File: config.mk
export PLATFORM = sky130hd
export DESIGN_NAME = pipe_mux_n
export DESIGN_NICKNAME = d
export VERILOG_FILES = /design/src/rtl/pipe_mux_n.sv
export SDC_FILE = /design/constraint.sdc
export NUM_CORES = 1
export LEC_CHECK = 0
export CORE_MARGIN = 5
export CORE_UTILIZATION = 45
export CTS_CLUSTER_SIZE = 28
export DETAILED_ROUTE_END_ITERATION = 6
export PLACE_DENSITY = 0.77
export SYNTH_ARGS = -nofsm -noshare
export SYNTH_HDL_FRONTEND = slang
export SYNTH_SLANG_ARGS = --single-unit
File: constraint.sdc
create_clock -name CLK -period 1.57 [get_ports CLK]
set_input_delay 0.2355 -clock CLK [delete_from_list [all_inputs] [get_ports CLK]]
set_output_delay 0.2355 -clock CLK [all_outputs]
set_load 0.02 [all_outputs]
File: src/rtl/pipe_mux_n.sv
// N-input registered multiplexer with valid/ready handshake and a 2-entry skid buffer.
// Each output word is tagged with the effective channel index that produced it.
module pipe_mux_n #(
    parameter int W     = 5,
    parameter int N     = 2,
    parameter int SEL_W = 1
) (
    input  logic             CLK,
    input  logic             RESET,
    input  logic [N*W-1:0]   In,
    input  logic [SEL_W-1:0] S,
    input  logic             in_valid,
    output logic             in_ready,
    output logic [W-1:0]     out_data,
    output logic [SEL_W-1:0] out_sel,
    output logic             out_valid,
    input  logic             out_ready,
    input  logic             clr_err,
    output logic             sel_err
);

    typedef enum logic [1:0] {
        EMPTY = 2'd0,
        ONE   = 2'd1,
        TWO   = 2'd2
    } state_t;

    localparam logic [SEL_W:0]   N_EXT = (SEL_W+1)'(N);
    localparam logic [SEL_W-1:0] LAST  = SEL_W'(N - 1);

    state_t           state, state_next;
    logic [W-1:0]     main_data, skid_data, sel_data;
    logic [SEL_W-1:0] main_sel, skid_sel, eff_sel;
    logic             in_range, in_fire, out_fire;
    logic             load_main, load_skid, main_from_skid;

    // Out-of-range selects fall through to the last channel.
    always_comb begin
        in_range = ({1'b0, S} < N_EXT);
        eff_sel  = in_range ? S : LAST;
        sel_data = '0;
        for (int k = 0; k < N; k++) begin
            if (eff_sel == SEL_W'(k)) begin
                sel_data = In[k*W +: W];
            end
        end
    end

    assign in_ready  = (state != TWO);
    assign out_valid = (state != EMPTY);
    assign in_fire   = in_valid & in_ready;
    assign out_fire  = out_valid & out_ready;

    always_comb begin
        state_next     = state;
        load_main      = 1'b0;
        load_skid      = 1'b0;
        main_from_skid = 1'b0;
        case (state)
            EMPTY: begin
                if (in_fire) begin
                    load_main  = 1'b1;
                    state_next = ONE;
                end
            end
            ONE: begin
                if (in_fire && out_fire) begin
                    load_main = 1'b1;
                end else if (in_fire) begin
                    load_skid  = 1'b1;
                    state_next = TWO;
                end else if (out_fire) begin
                    state_next = EMPTY;
                end
            end
            TWO: begin
                if (out_fire) begin
                    main_from_skid = 1'b1;
                    state_next     = ONE;
                end
            end
            default: state_next = EMPTY;
        endcase
    end

    // A set of sel_err in the same cycle as a clear takes priority.
    always_ff @(posedge CLK) begin
        if (RESET) begin
            state     <= EMPTY;
            main_data <= '0;
            main_sel  <= '0;
            skid_data <= '0;
            skid_sel  <= '0;
            sel_err   <= 1'b0;
        end else begin
            state <= state_next;
            if (load_main) begin
                main_data <= sel_data;
                main_sel  <= eff_sel;
            end else if (main_from_skid) begin
                main_data <= skid_data;
                main_sel  <= skid_sel;
            end
            if (load_skid) begin
                skid_data <= sel_data;
                skid_sel  <= eff_sel;
            end
            if (in_fire && !in_range) begin
                sel_err <= 1'b1;
            end else if (clr_err) begin
                sel_err <= 1'b0;
            end
        end
    end

    assign out_data = main_data;
    assign out_sel  = main_sel;

endmodule

==> results of run 1 <==
synth_stat cells, drive strengths merged:
master,number
nand3,1
or2b,1
o41ai,5
a21boi,1
nand2,4
o2111ai,5
and3,5
o21a,1
nand2b,2
nor2b,1
a211oi,6
o21ai,1
clkbuf,1
buf,6
o22ai,1
a221oi,1
inv,2
mux2i,5
and4bb,1
or2,1
a21oi,8
and2b,1
nor2,5
or3b,1
nand3b,1
conb,1
dfxtp,14
flip-flops by register name, indices dropped and copies added (netlist names):
signal,count
out_data,5
skid_data,5
state,2
out_sel,1
skid_sel,1
cell families after synthesis:
family,share of synthesized area (%)
compound gates,32.3
other cells,0.455
buf+inv,7.59
simple gates,19.6
flops,34.0
mux,6.07
stage by stage:
stage / TNS (ns) / cell area (µm²) / utilization (%) / worst slack [ns]
floorplan: 0 / 825 / - / 0.412
global placement: -0.661 / 1110 / 64.2 / -0.0904
detailed placement: -1.30 / 1110 / 64.2 / -0.158
CTS: 0 / 1140 / 66.2 / 0.0775
global route: 0 / 1140 / 66.2 / 0.000817
finish: 0 / 1140 / 66.2 / 0.0853
area by class of cell:
cell class	instances	area, µm²
inverters	2	7.51
multi-input cells	59	482
clock buffers	4	36.3
flip-flops and latches	14	280
repair buffers	32	305
fillers	156	584
well taps	25	31.3
power groups by stage:
stage | Clock, mW | Combinational, mW | Sequential, mW
floorplan | 0 | 0.124 | 0.413
global placement | 0 | 0.237 | 0.396
detailed placement | 0 | 0.243 | 0.396
CTS | 0.271 | 0.242 | 0.388
global route | 0.292 | 0.258 | 0.391
finish | 0.267 | 0.241 | 0.388
timing repair:
action	4_1_cts	5_1_grt
buffers inserted	0	0
gates resized for setup	2	0
setup endpoints to repair	2	0
metal layers:
metal / vias to the layer above / share of wire (%) / GRT usage, %
met2: 34 / 47 / 26.7
met5: - / 0 / 0
met4: 0 / 0.46 / 6.38
li1: 367 / - / -
met3: 2 / 9.0 / 3.70
met1: 344 / 43 / 20.0
worst min-delay path by stage:
stage                               from               endpoint  slack [ns]  depth (start not counted)
detailed placement  out_sel$_SDFFE_PP0P_   out_sel$_SDFFE_PP0P_        0.46                          2
global route        out_sel$_SDFFE_PP0P_   out_sel$_SDFFE_PP0P_        0.50                          2
finish              out_sel$_SDFFE_PP0P_   out_sel$_SDFFE_PP0P_        0.47                          2
CTS                 out_sel$_SDFFE_PP0P_   out_sel$_SDFFE_PP0P_        0.47                          2
global placement    out_sel$_SDFFE_PP0P_   out_sel$_SDFFE_PP0P_        0.45                          2
floorplan                      out_ready  state[1]$_SDFFE_PP0P_        0.31                          1
==> summary.txt, run 1 <==
Setup path
  • Worst Setup EP: out_data[2]
  • CP delay by family, top: buffers and inverters
  • R2r worst-path depth: 4
  • Crit-path max FO: 2
  • Reg-to-Reg End: out_data[3]$_SDFFE_PP0P_
  • Crit. End Element: output port
  • Crit path depth: 1
  • Worst path bufs/invs: 1
  • Worst setup SP type: register
  • Worst path required time: between 1 and 1.5 ns
  • Max incr delay on CP: between 0.6 and 0.7 ns
  • RR Startpoint: state[1]$_SDFFE_PP0P_
  • Worst-path cell chain: clkdlybuf4s50_1
  • Worst EP arrival: ~1.3 ns
  • Reg-to-reg setup timing slack: between 0.3 and 0.4 ns
  • Setup crit start: out_data[2]$_SDFFE_PP0P_
  • Crit Path Class: register to output port
  • Crit-path slowest cell: clkdlybuf4s50_1

Yosys
  • Syn_area_per_cell: slightly above 10 µm²
  • Cells after Synth: 82
  • Leading post-synthesis cells by cell area: dfxtp_1 34%, o41ai_2 9.9%, mux2i_1 6.1%
  • Largest area contributor in the netlist: dfxtp_1
  • Yosys reg bits: 14
  • Mapped Nets: 98
  • Synth top area share: about a third
  • Post-synthesis cell area: ~820 µm²
  • Sequential area share after synthesis: 34.0%
  • Ys Warns: 0
  • Post-synthesis cell type count: 32

Power and ir drop
  • Total chip power: 0.896 mW
  • P_int: around 0.64 mW
  • Pleak: 0.484 nW
  • Logic gate share of total power: 26.9%
  • Clock power frac: ~30%
  • Net Sw Power: between 0.2 and 0.3 mW
  • Switching Share: approximately 28%
  • Max VDD drop: about 0.0006 V
  • Pwr dens: a little under 800 nW/µm²
  • Reg power frac: a little over two fifths

Final layout
  • Layout cells sized above 1: a little under a quarter
  • Commonest non-fill, non-tap cell in the layout: clkdlybuf4s50_1
  • Nets: ~130
  • Antenna diodes: 0
  • Commonest non-fill, non-tap cells in the layout: 20 x clkdlybuf4s50_1, 14 x dfxtp_1, 9 x buf_4
  • Syn-to-layout area delta: 38.5%
  • Post-Layout Cell Count: 136

Status
  • Outcome: completed

Clock tree
  • TritonCTS clock tree: yes
  • CTS max path bufs: 2
  • Hold_buf cts: 0
  • H-Tree Level Count: 1
  • Reg clk slew, reported paths: roughly 0.090 ns
  • Clk Tree Root Cell: clkbuf_4
  • Cts bufs inserted: 3
  • CTS Sinks: 14
  • Later-pin clock latency in the skew report: roughly 0.28 ns

STA
  • Final Hold Fails: 0
  • Fmax: 674 MHz
  • Crit path time final: ~1.5 ns
  • Period utilization: a little over nine tenths
  • Unrepaired setup endpoints after global routing: false
  • Pins Over Slew Limit: 0
  • Fin Hold WS: approximately 0.47 ns
  • Final Skew: approximately 0.0070 ns
  • Final setup fails: 0

Place
  • RePlAce Congestion: 0.756
  • Post-DP HPWL: between 1000 and 1500 µm
  • Post-Place Cells: 132
  • Port Buffers: 22

Die
  • IO Pins: 25
  • Die Ht: approximately 53 µm
  • Starting Density: 47.8%
  • Rows: 15
  • Die Area: around 2800 µm²
  • Die Span X: around 53 µm
  • Core Box Area: around 1700 µm²

Detailed routing
  • Wirelength per Cell: between 10 and 15 µm
  • Post-DRT Antenna Nets: 0
  • DR iter-0 viols: 30
  • DRT Pass-1 Iters: 4
  • Routed vias: approximately 750
  • DRC: 0
  • Routed WL: between 1500 and 2000 µm
  • Vias per cell: 5.49

Flow run
  • Max cap viols: 0

Global route
  • Largest net degree at the start of global routing: 14
  • Initial antenna violation count: 0
  • Global route overflow: 0
  • Total GRT Usage: between 15 and 20%
  • Vias in the first global route: between 700 and 800
  • First-pass GRT wire length: between 3000 and 4000 µm

Hold path
  • Hold Crit Class: register to register
Power figures use the tool's default switching activity.
==> run 2: changes to the inputs <==
--- a/config.mk
+++ b/config.mk
@@ -5,8 +5,10 @@
 export SDC_FILE = /design/constraint.sdc
 export NUM_CORES = 1
 export LEC_CHECK = 0
+export CELL_PAD_IN_SITES_DETAIL_PLACEMENT = 1
+export CELL_PAD_IN_SITES_GLOBAL_PLACEMENT = 1
 export CORE_MARGIN = 5
-export CORE_UTILIZATION = 45
+export CORE_UTILIZATION = 34
 export CTS_CLUSTER_SIZE = 28
 export DETAILED_ROUTE_END_ITERATION = 6
 export PLACE_DENSITY = 0.77
==> summary.txt, run 2 (synthesized netlist as in run 1, its figures left out) <==
Die
  • Die Ht: 59.2 µm (+12%)
  • Core Box Area: 2250 µm² (+31%)
  • Starting Density: 36.6% (-11 points)
  • Die Area: 3510 µm² (+26%)
  • IO Pins: 25 (unchanged)
  • Die Span X: 59.2 µm (+12%)
  • Rows: 17 (+2)

Final layout
  • Fillers: 271 (+74%)
  • Antenna diodes: 0 (unchanged)
  • Commonest non-fill, non-tap cell in the layout: clkdlybuf4s50_1
  • Sequential cell area: 280 µm² (unchanged)
  • Multi-input logic area: 482 µm² (unchanged)
  • Commonest non-fill, non-tap cells in the layout: 19 x clkdlybuf4s50_1, 14 x dfxtp_1, 11 x buf_4
  • Layout cells sized above 1: 25.4% (+2.0 points)
  • Nets: 131 (+2.3%)
  • Syn-to-layout area delta: 43.6%

Hold path
  • Hold Crit Class: register to register
  • Hold Crit Start: out_sel$_SDFFE_PP0P_

Power and ir drop
  • Pwr dens: 773 nW/µm² (-1.4%)
  • Max VDD drop: 0.000497 V (-15%)
  • Pleak: 0.520 nW (+7.4%)
  • Total chip power: 0.915 mW (+2.2%)

Setup path
  • Crit. End Element: output port
  • Crit-path slowest cell: clkdlybuf4s50_1
  • Worst EP arrival: 1.26 ns (about the same)
  • Worst path required time: 1.33 ns (about the same)
  • Setup crit start: out_data[1]$_SDFFE_PP0P_
  • Worst-path cell chain: clkdlybuf4s50_1
  • RR Startpoint: state[1]$_SDFFE_PP0P_
  • CP delay by family, top: buffers and inverters
  • Crit-path max FO: 2 (unchanged)
  • Max incr delay on CP: 0.62 ns (about the same)
  • Crit Path Class: register to output port
  • Worst setup SP type: register
  • Worst path bufs/invs: 1 (unchanged)

Detailed routing
  • Vias per cell: 5.49 (about the same)
  • DRT Pass-1 Iters: 4 (unchanged)
  • Routed vias: 780 (+4.4%)
  • Wirelength per Cell: 16.7 µm (+17%)
  • Post-DRT Antenna Nets: 0 (unchanged)
  • DRC: 0 (unchanged)
  • DR iter-0 viols: 7 (-77%)
  • Routed WL: 2370 µm (+22%)

Clock tree
  • Later-pin clock latency in the skew report: 0.28 ns (about the same)
  • Clk Tree Root Cell: clkbuf_4
  • Post-CTS setup repair buffer count: 0 (unchanged)
  • H-Tree Level Count: 1 (unchanged)
  • TritonCTS clock tree: yes
  • Hold_buf cts: 0 (unchanged)
  • CTS max path bufs: 2 (unchanged)
  • Reg clk slew, reported paths: 0.09 ns (about the same)
  • CTS Sinks: 14 (unchanged)
  • Cts bufs inserted: 3 (unchanged)

Flow run
  • Max cap viols: 0 (unchanged)

STA
  • Final Hold Fails: 0 (unchanged)
  • Crit path time final: 1.49 ns (+0.0100 ns)
  • Unrepaired setup endpoints after global routing: false
  • Pins Over Slew Limit: 0 (unchanged)
  • Final setup fails: 0 (unchanged)
  • Fin worst setup slack: 0.0753 ns (-0.0100 ns)
  • Final Skew: 0.000919 ns (-0.00610 ns)
  • Fmax: 669 MHz (-0.67%)
  • Period utilization: 95.2% (+0.64 points)

Global route
  • Global route overflow: 0 (unchanged)
  • Largest net degree at the start of global routing: 13 (-1)
  • Total GRT Usage: 14.1% (-2.0 points)
  • First-pass GRT wire length: 3820 µm (+13%)
  • Vias in the first global route: 819 (+9.2%)
  • Initial antenna violation count: 0 (unchanged)

Place
  • RePlAce Congestion: 0.735 (-2.9%)
  • Pre-CTS setup slack: -0.122 ns (+0.0363 ns)
  • Post-DP HPWL: 1820 µm (+25%)
  • Port Buffers: 22 (unchanged)

Status
  • Outcome: completed
[run 2: cell count changes in the layout (fill, tap and decap cells not counted)]
cell and delta:
buf_4 +2, dlymetal6s2s_1 +1, buf_12 +1, clkdlybuf4s50_1 -1
[run 2: final timing paths]
path | slack, ns | depth (start not counted) | to
setup / recovery | 0.08 | 1 | out_data[1]
hold / removal | 0.49 | 2 | out_sel$_SDFFE_PP0P_
setup reg to reg | 0.25 | 4 | out_sel$_SDFFE_PP0P_
hold reg to reg | 0.49 | 2 | out_sel$_SDFFE_PP0P_
[run 2: metrics by stage]
stage,hold slack [ns],utilization [%],cell area [µm²],std cells,TNS (ns)
finish,0.489,52.5,1180,142,0
global route,0.501,52.5,1180,142,0
CTS,0.489,52.4,1180,142,0
detailed placement,0.476,50.9,1150,138,-0.820
global placement,0.452,50.9,1150,138,-0.432
floorplan,0.314,-,825,82,0
[run 2: cell type report]
| type | count | share of cell area [%] |
|---|---|---|
| Tap cell | 28 | 2.96 |
| Inverter | 2 | 0.634 |
| Clock buffer | 4 | 3.07 |
| Multi-Input combinational cell | 59 | 40.7 |
| Sequential cell | 14 | 23.7 |
| Timing Repair Buffer | 35 | 29.0 |
[run 2: worst reg2reg max path, delay by kind of cell (launching register included)]
kind            cells  cell delay, ns
compound gates      2            0.42
buf+inv             1            0.15
flops               1            0.34
simple gates        1            0.31
[run 2: power by group]
group / internal [mW] / switching [mW] / total, mW
clock network: 0.141 / 0.128 / 0.269
registers: 0.376 / 0.0133 / 0.390
logic: 0.131 / 0.125 / 0.256
total: 0.649 / 0.267 / 0.915
[run 2: routing by layer]
metal	vias to the layer above	wire length, µm	global-route usage, %
li1	373	-	-
met1	375	1060	17.7
met2	28	1170	23.1
met3	4	124	3.49
met4	0	21	5.50
met5	-	0	0
[run 2: what timing repair did]
action / 4_1_cts / 5_1_grt
endpoints found under the setup margin: 2 / 1
cloned: 0 / 0
gates resized for setup: 2 / 1
